`config.mk`:
```
export PLATFORM = sky130hd
export DESIGN_NAME = ad9959_readback
export DESIGN_NICKNAME = d
export VERILOG_FILES = /design/src/rtl/ad9959_pkg.sv /design/src/rtl/ad9959_sipo.sv /design/src/rtl/ad9959_readback.sv
export SDC_FILE = /design/constraint.sdc
export NUM_CORES = 1
export LEC_CHECK = 0
export BUFFER_PORTS_ARGS = -buffer_cell sky130_fd_sc_hd__buf_2
export CAP_MARGIN = 40
export CORE_ASPECT_RATIO = 0.6
export CORE_UTILIZATION = 30
export CTS_BUF_LIST = sky130_fd_sc_hd__clkbuf_4
export DETAILED_ROUTE_END_ITERATION = 7
export MAX_ROUTING_LAYER = met4
export PLACE_DENSITY = 0.53
export SKIP_LAST_GASP = 1
export SYNTH_ARGS = -nofsm -noshare
export SYNTH_HDL_FRONTEND = slang
export SYNTH_HIERARCHICAL = 1
export SYNTH_SLANG_ARGS = --single-unit
```
`constraint.sdc`:
```
create_clock -name clk_i -period 2.9 [get_ports clk_i]
set_input_delay 0.145 -clock clk_i [delete_from_list [all_inputs] [get_ports clk_i]]
set_output_delay 0.145 -clock clk_i [all_outputs]
set_load 0.005 [all_outputs]
```
`src/rtl/ad9959_pkg.sv`:
```
// ---------------------------------------------------------------------------
// ad9959_pkg
// Shared definitions for the AD9959 card controllers (write controller and
// readback engine):
//   - register address map of the AD9959
//   - host command code for a register read
//   - readback state encoding
//   - reg_bytes(): register width in bytes, 0 for an unmapped address
// ---------------------------------------------------------------------------
package ad9959_pkg;

  // Register address map
  localparam logic [4:0] CSR   = 5'h00;
  localparam logic [4:0] FR1   = 5'h01;
  localparam logic [4:0] FR2   = 5'h02;
  localparam logic [4:0] CFR   = 5'h03;
  localparam logic [4:0] CFTW0 = 5'h04;
  localparam logic [4:0] CPOW0 = 5'h05;
  localparam logic [4:0] ACR   = 5'h06;
  localparam logic [4:0] LSRR  = 5'h07;
  localparam logic [4:0] RDW   = 5'h08;
  localparam logic [4:0] FDW   = 5'h09;
  localparam logic [4:0] CW1   = 5'h0A;
  localparam logic [4:0] CW2   = 5'h0B;
  localparam logic [4:0] CW3   = 5'h0C;
  localparam logic [4:0] CW4   = 5'h0D;
  localparam logic [4:0] CW5   = 5'h0E;
  localparam logic [4:0] CW6   = 5'h0F;
  localparam logic [4:0] CW7   = 5'h10;
  localparam logic [4:0] CW8   = 5'h11;
  localparam logic [4:0] CW9   = 5'h12;
  localparam logic [4:0] CW10  = 5'h13;
  localparam logic [4:0] CW11  = 5'h14;
  localparam logic [4:0] CW12  = 5'h15;
  localparam logic [4:0] CW13  = 5'h16;
  localparam logic [4:0] CW14  = 5'h17;
  localparam logic [4:0] CW15  = 5'h18;

  // Host command that routes the card pins to the readback engine
  localparam logic [4:0] CMD_READ = 5'h1F;

  // Readback engine states
  typedef enum logic [1:0] {
    S_IDLE  = 2'd0,
    S_INSTR = 2'd1,
    S_DATA  = 2'd2,
    S_GAP   = 2'd3
  } rbState_t;

  // Width of a register in bytes; 0 marks an address with no register.
  function automatic logic [2:0] reg_bytes(input logic [4:0] addr);
    logic [2:0] nb;
    nb = 3'd0;
    if (addr == CSR) begin
      nb = 3'd1;
    end else if ((addr == FR1) || (addr == CFR) || (addr == ACR)) begin
      nb = 3'd3;
    end else if ((addr == FR2) || (addr == CPOW0) || (addr == LSRR)) begin
      nb = 3'd2;
    end else if (addr <= CW15) begin
      // CFTW0 and RDW..CW15 are all 32-bit registers
      nb = 3'd4;
    end
    return nb;
  endfunction

endpackage

```
`src/rtl/ad9959_sipo.sv`:
```
// ---------------------------------------------------------------------------
// ad9959_sipo
// Serial-in parallel-out shift register, LSB-in: the first bit shifted in
// ends up as the most significant of the received bits.
// Ports:
//   clk_i      system clock
//   clear      load all zeros (has priority over enable)
//   enable     shift serialIn into bit 0
//   serialIn   serial data bit
//   shiftNext  value the register takes at the coming clock edge; lets the
//              owner capture a complete word on the same edge as its last bit
// ---------------------------------------------------------------------------
module ad9959_sipo #(
  parameter int DATA_W = 32
) (
  input  logic              clk_i,
  input  logic              clear,
  input  logic              enable,
  input  logic              serialIn,
  output logic [DATA_W-1:0] shiftNext
);

  logic [DATA_W-1:0] shiftQ;

  always_comb begin
    shiftNext = shiftQ;
    if (clear) begin
      shiftNext = '0;
    end else if (enable) begin
      shiftNext = {shiftQ[DATA_W-2:0], serialIn};
    end
  end

  // Pure data register: it is cleared at the start of every transaction,
  // so it needs no reset of its own.
  always_ff @(posedge clk_i) begin
    shiftQ <= shiftNext;
  end

endmodule

```
`src/rtl/ad9959_readback.sv`:
```
// ---------------------------------------------------------------------------
// ad9959_readback
// Register readback engine for one AD9959 card. A read request sends the
// 8-bit read instruction {1, 00, addr} MSB first on SDIO_0, then collects
// 8/16/24/32 data bits from SDIO_2 (2-wire mode) into a right-justified,
// zero-extended 32-bit word. SCLK is ~clk_i outside this block, so the
// device samples in mid-cycle and the returned bit is captured at the
// clk_i edge that closes each data cycle.
// Parameters:
//   BRDIDX   card index; requests are taken only when sel_i == BRDIDX
//   CSB_GAP  cycles CSB stays high after a transaction before ready (>=1)
// Ports:
//   clk_i      system clock
//   reset_n_i  synchronous active-low reset
//   sel_i      card select
//   start_i    read request, taken only in IDLE
//   addr_i     register address, valid with start_i
//   sdio2_i    serial read data from the device
//   csb_o      chip select, active low
//   sdio0_o    instruction bit to the device
//   busy_o     pins owned (INSTR/DATA/GAP)
//   ready_o    idle, or this card not selected
//   data_o     last value read
//   valid_o    one-cycle pulse when data_o updates
//   err_o      one-cycle pulse when a request names an unmapped address
// ---------------------------------------------------------------------------
module ad9959_readback
  import ad9959_pkg::*;
#(
  parameter logic [3:0] BRDIDX  = 4'h0,
  parameter logic [3:0] CSB_GAP = 4'h2
) (
  input  logic        clk_i,
  input  logic        reset_n_i,
  input  logic [3:0]  sel_i,
  input  logic        start_i,
  input  logic [4:0]  addr_i,
  input  logic        sdio2_i,
  output logic        csb_o,
  output logic        sdio0_o,
  output logic        busy_o,
  output logic        ready_o,
  output logic [31:0] data_o,
  output logic        valid_o,
  output logic        err_o
);

  // Last count value of the gap phase
  localparam logic [4:0] GAP_LAST = 5'({1'b0, CSB_GAP} - 5'd1);

  rbState_t    state;
  rbState_t    stateNext;
  logic [4:0]  bitCnt;
  logic [4:0]  lastBit;
  logic [7:0]  instrSh;
  logic        selected;
  logic [2:0]  reqBytes;
  logic        accept;
  logic        reject;
  logic        shiftEn;
  logic        dataDone;
  logic [31:0] shiftNext;

  assign selected = (sel_i == BRDIDX);
  assign reqBytes = reg_bytes(addr_i);

  // Next-state and per-cycle strobes
  always_comb begin
    stateNext = state;
    accept    = 1'b0;
    reject    = 1'b0;
    shiftEn   = 1'b0;
    dataDone  = 1'b0;
    case (state)
      S_IDLE: begin
        if (start_i && selected) begin
          if (reqBytes == 3'd0) begin
            reject = 1'b1;
          end else begin
            accept    = 1'b1;
            stateNext = S_INSTR;
          end
        end
      end
      S_INSTR: begin
        if (bitCnt == 5'd7) begin
          stateNext = S_DATA;
        end
      end
      S_DATA: begin
        shiftEn = 1'b1;
        if (bitCnt == lastBit) begin
          dataDone  = 1'b1;
          stateNext = S_GAP;
        end
      end
      S_GAP: begin
        if (bitCnt == GAP_LAST) begin
          stateNext = S_IDLE;
        end
      end
      default: begin
        stateNext = S_IDLE;
      end
    endcase
  end

  // State, counters and registered outputs
  always_ff @(posedge clk_i) begin
    if (!reset_n_i) begin
      state   <= S_IDLE;
      bitCnt  <= 5'd0;
      lastBit <= 5'd0;
      instrSh <= 8'd0;
      data_o  <= 32'd0;
      valid_o <= 1'b0;
      err_o   <= 1'b0;
    end else begin
      state   <= stateNext;
      valid_o <= dataDone;
      err_o   <= reject;

      // One counter serves all three timed phases; it restarts on every
      // state change and is parked at zero while idle.
      if ((state != stateNext) || (state == S_IDLE)) begin
        bitCnt <= 5'd0;
      end else begin
        bitCnt <= bitCnt + 5'd1;
      end

      if (accept) begin
        instrSh <= {1'b1, 2'b00, addr_i};
        lastBit <= 5'({reqBytes, 3'b000} - 6'd1);
      end else if (state == S_INSTR) begin
        instrSh <= {instrSh[6:0], 1'b0};
      end

      // The SIPO's next value already holds the final bit on this edge
      if (dataDone) begin
        data_o <= shiftNext;
      end
    end
  end

  // Cleared on accept, so fewer than 32 received bits are zero-extended
  ad9959_sipo #(
    .DATA_W (32)
  ) uSipo (
    .clk_i     (clk_i),
    .clear     (accept),
    .enable    (shiftEn),
    .serialIn  (sdio2_i),
    .shiftNext (shiftNext)
  );

  // Pin outputs decode directly from the state
  assign csb_o   = !((state == S_INSTR) || (state == S_DATA));
  assign sdio0_o = (state == S_INSTR) && instrSh[7];
  assign busy_o  = (state != S_IDLE);
  assign ready_o = (state == S_IDLE) || !selected;

endmodule

```
Yosys cells after proc, flatten, opt, wreduce, memory -nomap -nowiden
Cells that the tools add are included.

Bits in registers: 86. Bits in latches: 0. Memory bits (writable): 0. ROM bits: 0. Input bits: 13. Output and inout bits: 38. Word-level logic and storage cells: 67. Memories: 0.

Add/sub/neg operators: 2. Multiply operators: 0. Div/mod/pow operators: 0. Magnitude comparators: 1. Equal/unequal tests: 13. Shift-type cells: 0. Multiplexer cells: 21. Bitwise operators: 1. Reduce and logical (&&, ||, !) cells: 20.

Operators with widths (number): two-way mux 32 bit (2); == test 5 x 3 -> 1 bit, second input constant (4); two-way mux 8 bit (2); two-way mux 3 bit (4); == test 5 x 1 -> 1 bit, second input constant (2); == test 5 x 2 -> 1 bit, second input constant (2); two-way mux 2 bit (5); one-hot mux 2 bit (4 select lines) (1); logical OR 1 bit (7); two-way mux 1 bit (7); adder 5 x 1 -> 5 bit, second input constant (1); == test 5 bit (1); <= comparator 5 bit, second input constant (1); zero test 5 bit (1); subtractor 5 x 1 -> 5 bit, second input constant (1); == test 2 bit, second input constant (2); zero test 4 bit (1); nonzero test 2 bit (2); OR reduction 2 bit (2); zero test 3 bit (1); AND reduction 3 bit (1); == test 2 x 1 -> 1 bit, second input constant (1); logical AND 1 bit (2); zero test 1 bit (2); 3 further kinds (3).

Depth between registers and ports, before layout
Gate-level depths: netlist of run 1.

Depth after elaboration: 13. Depth in mapped cells: 12. Gate-level depth less buffers: 11.

Hierarchy
The synthesis of run 1 kept the hierarchy.

By module, submodules not included: ad9959_readback (instances 1, cells each 227, area an instance 2287.2 um2, sequential area each 1041.0 um2); ad9959_sipo (instances 1, cells each 103, area an instance 1163.6 um2, sequential area each 640.6 um2).

Worst setup path after synthesis of run 1
OpenSTA, ideal clock, no wires.

Path type: input-to-reg. Start point: input addr_i[1]. End point: register data_o[28]. Setup time: 0.128 ns. Arrival time: 1.891 ns. Data required time: 2.772 ns. Path slack: 0.882 ns. Stages on the path: 12. Path buffers: 1. Path through: nor2b_1 -> xnor2_1 -> nand2_1 -> ha_1 -> nor3b_1 -> a22oi_2 -> nand2_2 -> inv_2 -> clkbuf_1 -> nor2_1 -> mux2i_1 -> nor2_1.

Word-level cells in the longest chain between the ends: 11. Elaborated cells on any way between the ends: 21. Those cells by class: order compare (1); eq/ne (6); mux (8); reduce/logical (6).

RTL lines: start: declaration (line ad9959_readback.sv:37) `input logic [4:0] addr_i,`; parallel branches: the longest is 5 deep, another holds <= comparator 5 bit; two-way mux 3 bit * (line ad9959_pkg.sv:54) `if (addr == CSR) begin`; zero test 3 bit * (line ad9959_readback.sv:77) `if (reqBytes == 3'd0) begin`; two-way mux 1 bit * (line ad9959_readback.sv:77); two-way mux 1 bit * (line ad9959_readback.sv:76) `if (start_i && selected) begin`; two-way mux 1 bit * (line ad9959_readback.sv:74) `case (state)`; net accept (line ad9959_readback.sv:58) `logic accept;`; two-way mux 32 bit * (line ad9959_sipo.sv:27) `if (clear) begin`; net shiftNext[28] (line ad9959_readback.sv:62) `logic [31:0] shiftNext;`; end signal: assignment (line ad9959_readback.sv:140) `data_o <= shiftNext;`; end: declaration (line ad9959_readback.sv:43) `output logic [31:0] data_o,`.

Mark *: on every way through the listed nets, which the timed path passes. A chain may end at the register's enable or synchronous reset.

Final worst setup path of run 1
Start point: input addr_i[0]. End point: register data_o[14].

The elaborated chain is that of the path after synthesis.

==> results.py, run 1 <==
metrics = {
    "outcome": {
        "status": "complete, no violations",
    },
    "floorplan": {
        "die_w_um": 140,
        "pin_count": 51,
        "initial_core_util": 0.317,
        "design.core.area_um2": 10900,
        "die_h_um": 85.1,
        "die_area_um2": 11900,
        "rows": 29,
    },
    "power": {
        "swShare": 0.276,
        "p_sw_mw": 0.590,
        "total_power_mw": 2.14,
        "leakage_nw": 1.79,
        "p_seq_frac": 0.632,
        "p_comb_frac": 0.102,
        "max-vdd-ir-drop_mv": 0.168,
        "p_per_area_nw_per_um2": 544,
        "power.internal_mw": 1.55,
        "clockPowerShare": 0.266,
    },
    "yosys": {
        "yosys_most_used_dff": "dfxtp_1",
        "synth-edff-count": 0,
        "synth_area_leaders": "dfxtp_1 49%, mux2i_1 21%, nor2_1 7.4%",
        "ys_types": 44,
        "ys_seq_area_frac": 0.487,
        "synth_nets": 350,
        "async_flop_share": 0,
        "yosysTopAreaCell": "dfxtp_1",
        "synth_top_area_share": 0.487,
        "yosys_warnings": 6,
        "ys_ff_latch": 84,
        "synth.avg_cell_area_um2": 10.5,
        "netlist_area_um2": 3450,
        "synthCells": 330,
    },
    "routing": {
        "dr.pass1.iters": 4,
        "antenna_left": 0,
        "wl_met3_um": 356,
        "vias": 2443,
        "drt_iter0_drc": 99,
        "drc": 0,
        "route.met2.wl_um": 2790,
        "wl_met1_um": 3960,
        "wl_per_cell_um": 13.7,
        "wl_um": 7210,
        "top_layer": "met4",
        "viasPerCell": 4.64,
    },
    "clocking": {
        "cts-root-buf": "clkbuf_4",
        "cts_buffers": 9,
        "cts_tree": "built",
        "cts_buffer_depth": 2,
        "cts_resized": 0,
        "cts.clk_slew.worst_paths_ps": 130,
        "cts_htree_levels": 3,
        "clk_latency_ps": 430,
        "clock-sinks": 84,
    },
    "global_route": {
        "grt.total_usage": 0.135,
        "grt_max_degree": 48,
        "grt_pass1_wl_um": 12000,
        "grt-ovfl-total": 0,
        "antenna_found_initial": 0,
        "grt_pass1_vias": 2394,
    },
    "sta": {
        "post-route-min-period_ps": 2430,
        "slew_headroom": 0.578,
        "finClkSkew_ps": 13.8,
        "tightest_slew_ps": 634,
        "fin_tns_setup_ps": 0,
        "finalHoldViolCount": 0,
        "period_share": 0.838,
        "drv_slew": 0,
        "rsz0062_at_grt": "no",
        "max_freq_mhz": 411,
        "setup_violations": 0,
        "setup_slack_ps": 469,
    },
    "setup_path": {
        "critical_path.startpoint": "addr_i[0]",
        "critPathLaunchType": "input port",
        "r2r-start": "state[0]",
        "path_max_fanout": 19,
        "arrival_ps": 2730,
        "end_kind": "flip-flop",
        "critPathRequiredTime_ps": 3200,
        "critPathKind": "input port to flip-flop",
    },
    "cells_and_area": {
        "drive_gt1_frac": 0.207,
        "antenna_cells": 0,
        "finalNetCount": 402,
        "nFillCells": 1123,
        "syn_to_final_growth_pct": 13.7,
    },
    "worst_hold_path": {
        "min_from": "addr_i[2]",
        "holdCritPathClass": "input port to flip-flop",
    },
    "place": {
        "dp_hpwl_um": 4960,
        "io_buffers": 50,
        "gp_congestion": 0.851,
        "post-place-ws_ps": 555,
    },
    "job": {
        "drv_cap": 0,
    },
}
-- metrics by stage --
step | hold slack, ps | std cells | cell area, um2 | utilization
2_1_floorplan | 263 | 330 | 3450 | -
3_3_place_gp | 412 | 507 | 3780 | 0.348
3_5_place_dp | 423 | 507 | 3780 | 0.348
4_1_cts | 70.8 | 526 | 3920 | 0.360
5_1_grt | 70.3 | 526 | 3920 | 0.360
6_report | 108 | 526 | 3920 | 0.360
-- critical path: stages --
cell	delay (ps)
dlygate4sd3_1	530
buf_2	150
nor2b_1	140
xnor2_1	170
nand2_1	90
ha_1	200
nor3b_1	160
a22oi_2	290
nand2_2	150
inv_2	270
buf_12	190
nor2_1	70
mux2i_1	120
nor2_1	50
-- registers in the layout, summed over array words and instances (netlist names) --
signal and cells:
uSipo/shiftQ 32, err_o 1, instrSh 8, lastBit 3, state 2, data_o 32
bitCnt 5, valid_o 1
-- cells in the final DEF (no fill, tap or decap), drive strengths merged --
cell type,count
dfxtp,84
mux2i,71
nor2,68
buf,55
clkbuf,9
inv,9
a21oi,8
nor3,7
a211oi,7
ha,7
o21ai,6
nor2b,5
xnor2,5
clkinv,5
nand3,4
nand2,4
or3,3
nand4,3
dlygate4sd3,3
and3,2
o21a,2
nor4,2
o2111ai,2
or3b,1
nor3b,1
a22oi,1
and2,1
a22o,1
and4,1
nor4bb,1
nor4b,1
o211ai,1
o41ai,1
a31oi,1
o221ai,1
o311a,1
xor2,1
a311oi,1
clkinvlp,1
-- final timing paths --
kind              slack [ps]          to  cells past startpoint
setup / recovery         470  data_o[14]                     14
hold / removal           110  instrSh[2]                      3
setup reg to reg         700  data_o[14]                      9
hold reg to reg          510  data_o[12]                      2
-- power by group through the flow --
stage                     combinational [mW]  sequential (mW)  clock [mW]
after floorplan                        0.167             1.35           0
after global placement                 0.211             1.37           0
after detailed placement               0.215             1.38           0
after CTS                              0.220             1.35       0.604
after global routing                   0.251             1.37       0.662
final                                  0.218             1.35       0.569
-- area by class of cell --
cell class | count | area [um2] | area share
clock buffer | 9 | 67.6 | 0.0172
sequential | 84 | 1680 | 0.429
multi-input combinational | 221 | 1600 | 0.408
clock inverter | 7 | 41.3 | 0.0105
tap | 139 | 174 | 0.0443
timing repair buffer | 58 | 330 | 0.0842
inverter | 8 | 30.0 | 0.00765
-- cells in the mapped netlist (2+ instances only) --
master and number:
a21oi_1 8, mux2i_1 71, nor3_1 7, nand2_1 3, buf_6 4, and3_1 2
nand4_1 3, o21ai_0 4, dfxtp_1 84, a211oi_1 7, xnor2_1 5, buf_12 3
or3_1 3, nand3_1 4, inv_1 7, o21a_1 2, nor2_1 68, ha_1 7
clkbuf_1 9, nor2b_1 5
-- routing by layer --
layer,vias to the layer above,track usage
li1,1250,-
met1,1138,0.186
met2,47,0.182
met3,8,0.0440
met4,0,0.0504
met5,-,-
-- repair_timing --
item / in CTS / in global routing
endpoints found under the hold margin: 4 / 0
buffers inserted: 0 / 0
hold buffers: 3 / 0
-- logic make-up after synthesis --
group | after synthesis | share of synthesized area
AND/OR/NAND/NOR | 104 | 0.139
AO/OA/AOI/OAI | 33 | 0.0776
multiplexers | 71 | 0.206
adder cells (fa/ha/maj) | 7 | 0.0254
buffers and inverters | 25 | 0.0500
XOR/XNOR | 6 | 0.0152
flip-flops | 84 | 0.487
No activity file was read; power rests on OpenSTA's default activity.
==> run 2: changes to the inputs <==
- clock period: 2.9 -> 2.3 ns (I/O delays scaled with it)
==> run 2 against run 1 <==
Net effect: critical path depth unchanged; sequential power rose by 26%; routed wire length grew 1.2%; power rose by 32%; die area unchanged; clock power increased by 45%; setup slack worse by 320 ps; sequential share of layout area down 1.3 points; critical endpoint is now data_o[4]; largest cell class unchanged.
==> results.py, run 2 (synthesis gave the netlist of run 1 again) <==
metrics = {
    "outcome": {
        "status": "complete, no violations",
    },
    "setup_path": {
        "critPathLaunchType": "input port",
        "path_cells": "dlygate4sd3_1 > buf_2 > nor2b_1 > xnor2_1 > nand2_1 > ha_1 > nor3b_2 > a22oi_2 > nand2_4 > inv_6 > buf_12 > nor2_1 > mux2i_1 > nor2_1",
        "arrival_ps": 2460,
        "critPathKind": "input port to flip-flop",
        "slowest_stage": "dlygate4sd3_1",
        "crit_buf_inv": 4,
        "end_kind": "flip-flop",
        "crit_top_cell": "nor2_1",
        "cpLargestDelayFamily": "buffers and inverters",
        "path_max_fanout": 12,
        "max_stage_delay_ps": 530,
        "critPathRequiredTime_ps": 2610,
    },
    "worst_hold_path": {
        "holdCritPathClass": "input port to flip-flop",
    },
    "cells_and_area": {
        "final_cell_mix": "84 x dfxtp_1, 71 x mux2i_1, 68 x nor2_1",
        "finalCoreUtilization": 0.372,
        "multiInputGateArea_um2": 1610,
        "fin_cells": 532,
        "antenna_cells": 0,
        "nFillCells": 1093,
        "seq_area_um2": 1680,
        "reg_top3": "data_o (32), uSipo/shiftQ (32), instrSh (8)",
        "drive_gt1_frac": 0.216,
        "syn_to_final_growth_pct": 17.3,
        "layout.cells.most_common": "dfxtp_1",
        "finalNetCount": 408,
    },
    "sta": {
        "drv_slew": 0,
        "period_share": 0.933,
        "slew_headroom": 0.587,
        "max_freq_mhz": 466,
        "fin_tns_setup_ps": 0,
        "finClkSkew_ps": 21.5,
        "finalHoldViolCount": 0,
        "setup_violations": 0,
        "post-route-min-period_ps": 2150,
        "rsz0062_at_grt": "no",
        "tightest_slew_ps": 611,
    },
    "routing": {
        "vias": 2466,
        "drc": 0,
        "wl_per_cell_um": 13.7,
        "drt_iter0_drc": 165,
        "dr.pass1.iters": 4,
        "wl_um": 7300,
        "viasPerCell": 4.64,
        "antenna_left": 0,
    },
    "power": {
        "max-vdd-ir-drop_mv": 0.236,
        "leakage_nw": 1.84,
        "p_per_area_nw_per_um2": 694,
    },
    "job": {
        "drv_cap": 0,
    },
    "floorplan": {
        "pin_count": 51,
        "design.core.area_um2": 10900,
        "die_w_um": 140,
        "rows": 29,
        "die_h_um": 85.1,
        "die_area_um2": 11900,
        "initial_core_util": 0.317,
    },
    "global_route": {
        "grt_pass1_wl_um": 12300,
        "grt-ovfl-total": 0,
        "grt.total_usage": 0.137,
        "grt_max_degree": 45,
        "antenna_found_initial": 0,
        "grt_pass1_vias": 2400,
    },
    "clocking": {
        "cts_tree": "built",
        "clk_latency_ps": 430,
        "cts-root-buf": "clkbuf_4",
        "cts.clk_slew.worst_paths_ps": 140,
        "cts_buffers": 9,
        "cts_setup_buffers": 0,
        "cts_htree_levels": 3,
        "clock-sinks": 84,
        "cts_buffer_depth": 2,
    },
    "place": {
        "gp_congestion": 0.874,
        "dp.cells": 513,
        "dp_hpwl_um": 5060,
        "io_buffers": 50,
    },
}
-- run 2: cell count changes in the layout (fill, tap and decap cells not counted), moves of 2 or more --
cell / change
buf_12: +3
clkinv_1: +2
clkinv_4: +2
clkinv_2: -4
buf_4: +3
-- run 2: final timing paths --
kind,cells past startpoint,end,startpoint,slack (ps)
max,14,data_o[4],addr_i[0],150
min,3,instrSh[1],addr_i[1],60
max reg2reg,5,bitCnt[1],bitCnt[0],180
min reg2reg,2,data_o[15],data_o[15],500
-- run 2: area by class of cell --
class | count | share of cell area
inverters | 8 | 0.00866
well taps | 139 | 0.0430
clock buffers | 9 | 0.0167
clock inverters | 7 | 0.0167
multi-input cells | 221 | 0.398
flip-flops and latches | 84 | 0.415
repair buffers | 64 | 0.102
-- run 2: layer usage --
layer / track usage / part of all wire / vias up
met4: 0.0494 / 0.011 / 0
met5: - / 0 / -
li1: - / - / 1275
met1: 0.188 / 0.54 / 1111
met3: 0.0519 / 0.061 / 7
met2: 0.180 / 0.38 / 73
-- run 2: worst register-to-register path: stages, from the launching register on --
cell,delay (ps)
dfxtp_1,470
ha_1,240
nor4bb_1,580
nor2b_1,180
o41ai_4,400
a211oi_1,140
-- run 2: timing repair --
item / 4_1_cts / 5_1_grt
hold buffers: 3 / 0
gates resized for setup: 0 / 5
hold endpoints to repair: 4 / 0
endpoints found under the setup margin: 0 / 31
-- run 2: through the flow --
| step | worst slack, ps | power [mW] | instance area, um2 | hold slack, ps |
|---|---|---|---|---|
| 3_5_place_dp | 115 | 2.01 | 3870 | 378 |
| 3_3_place_gp | 187 | 2.00 | 3870 | 369 |
| 2_1_floorplan | 312 | 1.92 | 3450 | 233 |
| 6_report | 153 | 2.81 | 4050 | 64.8 |
| 4_1_cts | 67.1 | 2.85 | 4030 | 36.1 |
| 5_1_grt | 4.07 | 2.98 | 4050 | 75.2 |
-- run 2: power by group --
| group | internal [mW] | switching (mW) | total [mW] |
|---|---|---|---|
| Sequential | 1.62 | 0.0850 | 1.70 |
| Combinational | 0.122 | 0.160 | 0.282 |
| Clock | 0.326 | 0.500 | 0.826 |
==> run 3: changes to the inputs <==
- SLEW_MARGIN: unset -> 10
- clock period: 2.3 -> 2.8 ns (I/O delays scaled with it)
==> run 3 against run 2 <==
Net effect: clock skew down 1.8 ps; count of clock-buffer cells in the layout up 1; clock power down 7.5%; highest routed layer unchanged; power down 15%; sequential power down 18%; critical endpoint is now data_o[8]; largest power group unchanged; via count down 0.28%.
==> results.py, run 3 (synthesis gave the netlist of run 1 again) <==
metrics = {
    "outcome": {
        "status": "complete, no violations",
    },
    "sta": {
        "period_share": 0.871,
        "fin_tns_setup_ps": 0,
        "setup_violations": 0,
        "finalHoldViolCount": 0,
        "drv_slew": 0,
        "max_freq_mhz": 410,
        "post-route-min-period_ps": 2440,
        "rsz0062_at_grt": "no",
        "finClkSkew_ps": 19.7,
        "setup_slack_ps": 361,
        "tightest_slew_ps": 629,
        "slew_headroom": 0.581,
    },
    "power": {
        "max-vdd-ir-drop_mv": 0.220,
        "p_seq_frac": 0.586,
        "p_sw_mw": 0.601,
        "power.internal_mw": 1.79,
        "p_per_area_nw_per_um2": 599,
        "swShare": 0.252,
        "clockPowerShare": 0.320,
        "total_power_mw": 2.39,
        "p_comb_frac": 0.095,
        "leakage_nw": 1.82,
    },
    "cells_and_area": {
        "reg_top3": "data_o (32), uSipo/shiftQ (32), instrSh (8)",
        "antenna_cells": 0,
        "fin_cells": 527,
        "finalNetCount": 403,
        "final_cell_mix": "84 x dfxtp_1, 71 x mux2i_1, 68 x nor2_1",
        "layout.cells.most_common": "dfxtp_1",
        "drive_gt1_frac": 0.209,
        "fin_area_um2": 3990,
        "syn_to_final_growth_pct": 15.5,
        "nFillCells": 1114,
    },
    "place": {
        "gp_congestion": 0.821,
        "io_buffers": 50,
        "dp.cells": 509,
        "dpl_cell_area_um2": 3810,
        "post-place-ws_ps": 473,
    },
    "floorplan": {
        "die_h_um": 85.1,
        "design.core.area_um2": 10900,
        "rows": 29,
        "pin_count": 51,
        "die_w_um": 140,
        "die_area_um2": 11900,
        "initial_core_util": 0.317,
    },
    "setup_path": {
        "r2r-start": "state[0]",
        "path_max_fanout": 19,
        "rrSetupSlack_ps": 630,
        "critPathLaunchType": "input port",
        "critPathKind": "input port to flip-flop",
        "critPathRequiredTime_ps": 3110,
        "rr_endpoint": "bitCnt[0]",
        "end_kind": "flip-flop",
        "reg2reg_depth": 7,
        "arrival_ps": 2750,
    },
    "routing": {
        "antenna_left": 0,
        "viasPerCell": 4.67,
        "wl_per_cell_um": 13.5,
        "wl_um": 7140,
        "drt_iter0_drc": 106,
        "vias": 2459,
        "dr.pass1.iters": 4,
        "drc": 0,
    },
    "clocking": {
        "cts_buffers": 9,
        "cts_setup_buffers": 0,
        "clock-sinks": 84,
        "cts_tree": "built",
        "clk_latency_ps": 430,
        "cts_htree_levels": 3,
        "cts.clk_slew.worst_paths_ps": 120,
        "cts_buffer_depth": 2,
        "cts-root-buf": "clkbuf_4",
    },
    "global_route": {
        "use_met2": 0.179,
        "use_met3": 0.0423,
        "grt_pass1_wl_um": 12000,
        "grt-ovfl-total": 0,
        "grt_pass1_vias": 2355,
        "antenna_found_initial": 0,
        "grt.busiest_layer": "met1",
        "grt_max_degree": 47,
        "met1_usage": 0.188,
        "grt.total_usage": 0.134,
    },
    "job": {
        "drv_cap": 0,
    },
    "worst_hold_path": {
        "whs_endpoint": "uSipo/shiftQ[0]",
        "holdCritPathClass": "input port to flip-flop",
        "hold_path_depth": 3,
        "min_from": "sdio2_i",
    },
}
## run 3: worst max path at each step
stage / startpoint / end / slack (ps) / cells after the start
3_3_place_gp: addr_i[1] / data_o[4] / 520 / 13
3_5_place_dp: addr_i[1] / data_o[8] / 470 / 13
6_report: addr_i[0] / data_o[8] / 360 / 14
4_1_cts: addr_i[0] / data_o[8] / 410 / 14
2_1_floorplan: addr_i[1] / data_o[28] / 790 / 12
5_1_grt: addr_i[0] / data_o[3] / 150 / 14
## run 3: through the flow
step / hold slack (ps) / util
2_1_floorplan: 258 / -
3_3_place_gp: 412 / 0.348
3_5_place_dp: 417 / 0.350
4_1_cts: 5.10 / 0.366
5_1_grt: 44.1 / 0.366
6_report: 30.4 / 0.366
## run 3: critical path, cell delays in order
cell	delay, ps
dlygate4sd3_1	540
buf_2	150
nor2b_1	140
xnor2_1	180
nand2_1	90
ha_1	200
nor3b_1	150
a22oi_2	280
nand2_2	160
inv_2	260
buf_12	200
nor2_1	70
mux2i_1	140
nor2_1	50
## run 3: cell type report
| class | instances | area [um2] | share of cell area |
|---|---|---|---|
| multi-input combinational | 221 | 1600 | 0.401 |
| tap | 139 | 174 | 0.0436 |
| clock inverter | 6 | 78.8 | 0.0198 |
| timing repair buffer | 59 | 348 | 0.0873 |
| sequential | 84 | 1680 | 0.422 |
| clock buffer | 10 | 75.1 | 0.0188 |
| inverter | 8 | 30.0 | 0.00753 |
## run 3: power by group through the flow
stage | Sequential [mW] | Clock [mW] | Combinational (mW)
6_report | 1.40 | 0.764 | 0.226
3_5_place_dp | 1.43 | 0 | 0.224
4_1_cts | 1.40 | 0.799 | 0.228
5_1_grt | 1.41 | 0.845 | 0.261
2_1_floorplan | 1.40 | 0 | 0.172
3_3_place_gp | 1.42 | 0 | 0.219
## run 3: routing by layer
layer  vias to the layer above  share of wire
met5                         -              0
met4                         0         0.0090
met3                         5          0.049
met2                        47           0.39
met1                      1152           0.55
li1                       1255              -
## run 3: timing repair
item | 4_1_cts | 5_1_grt
resized for setup | 0 | 0
endpoints found under the hold margin | 4 | 0
hold buffers | 2 | 0
endpoints found under the setup margin | 0 | 0
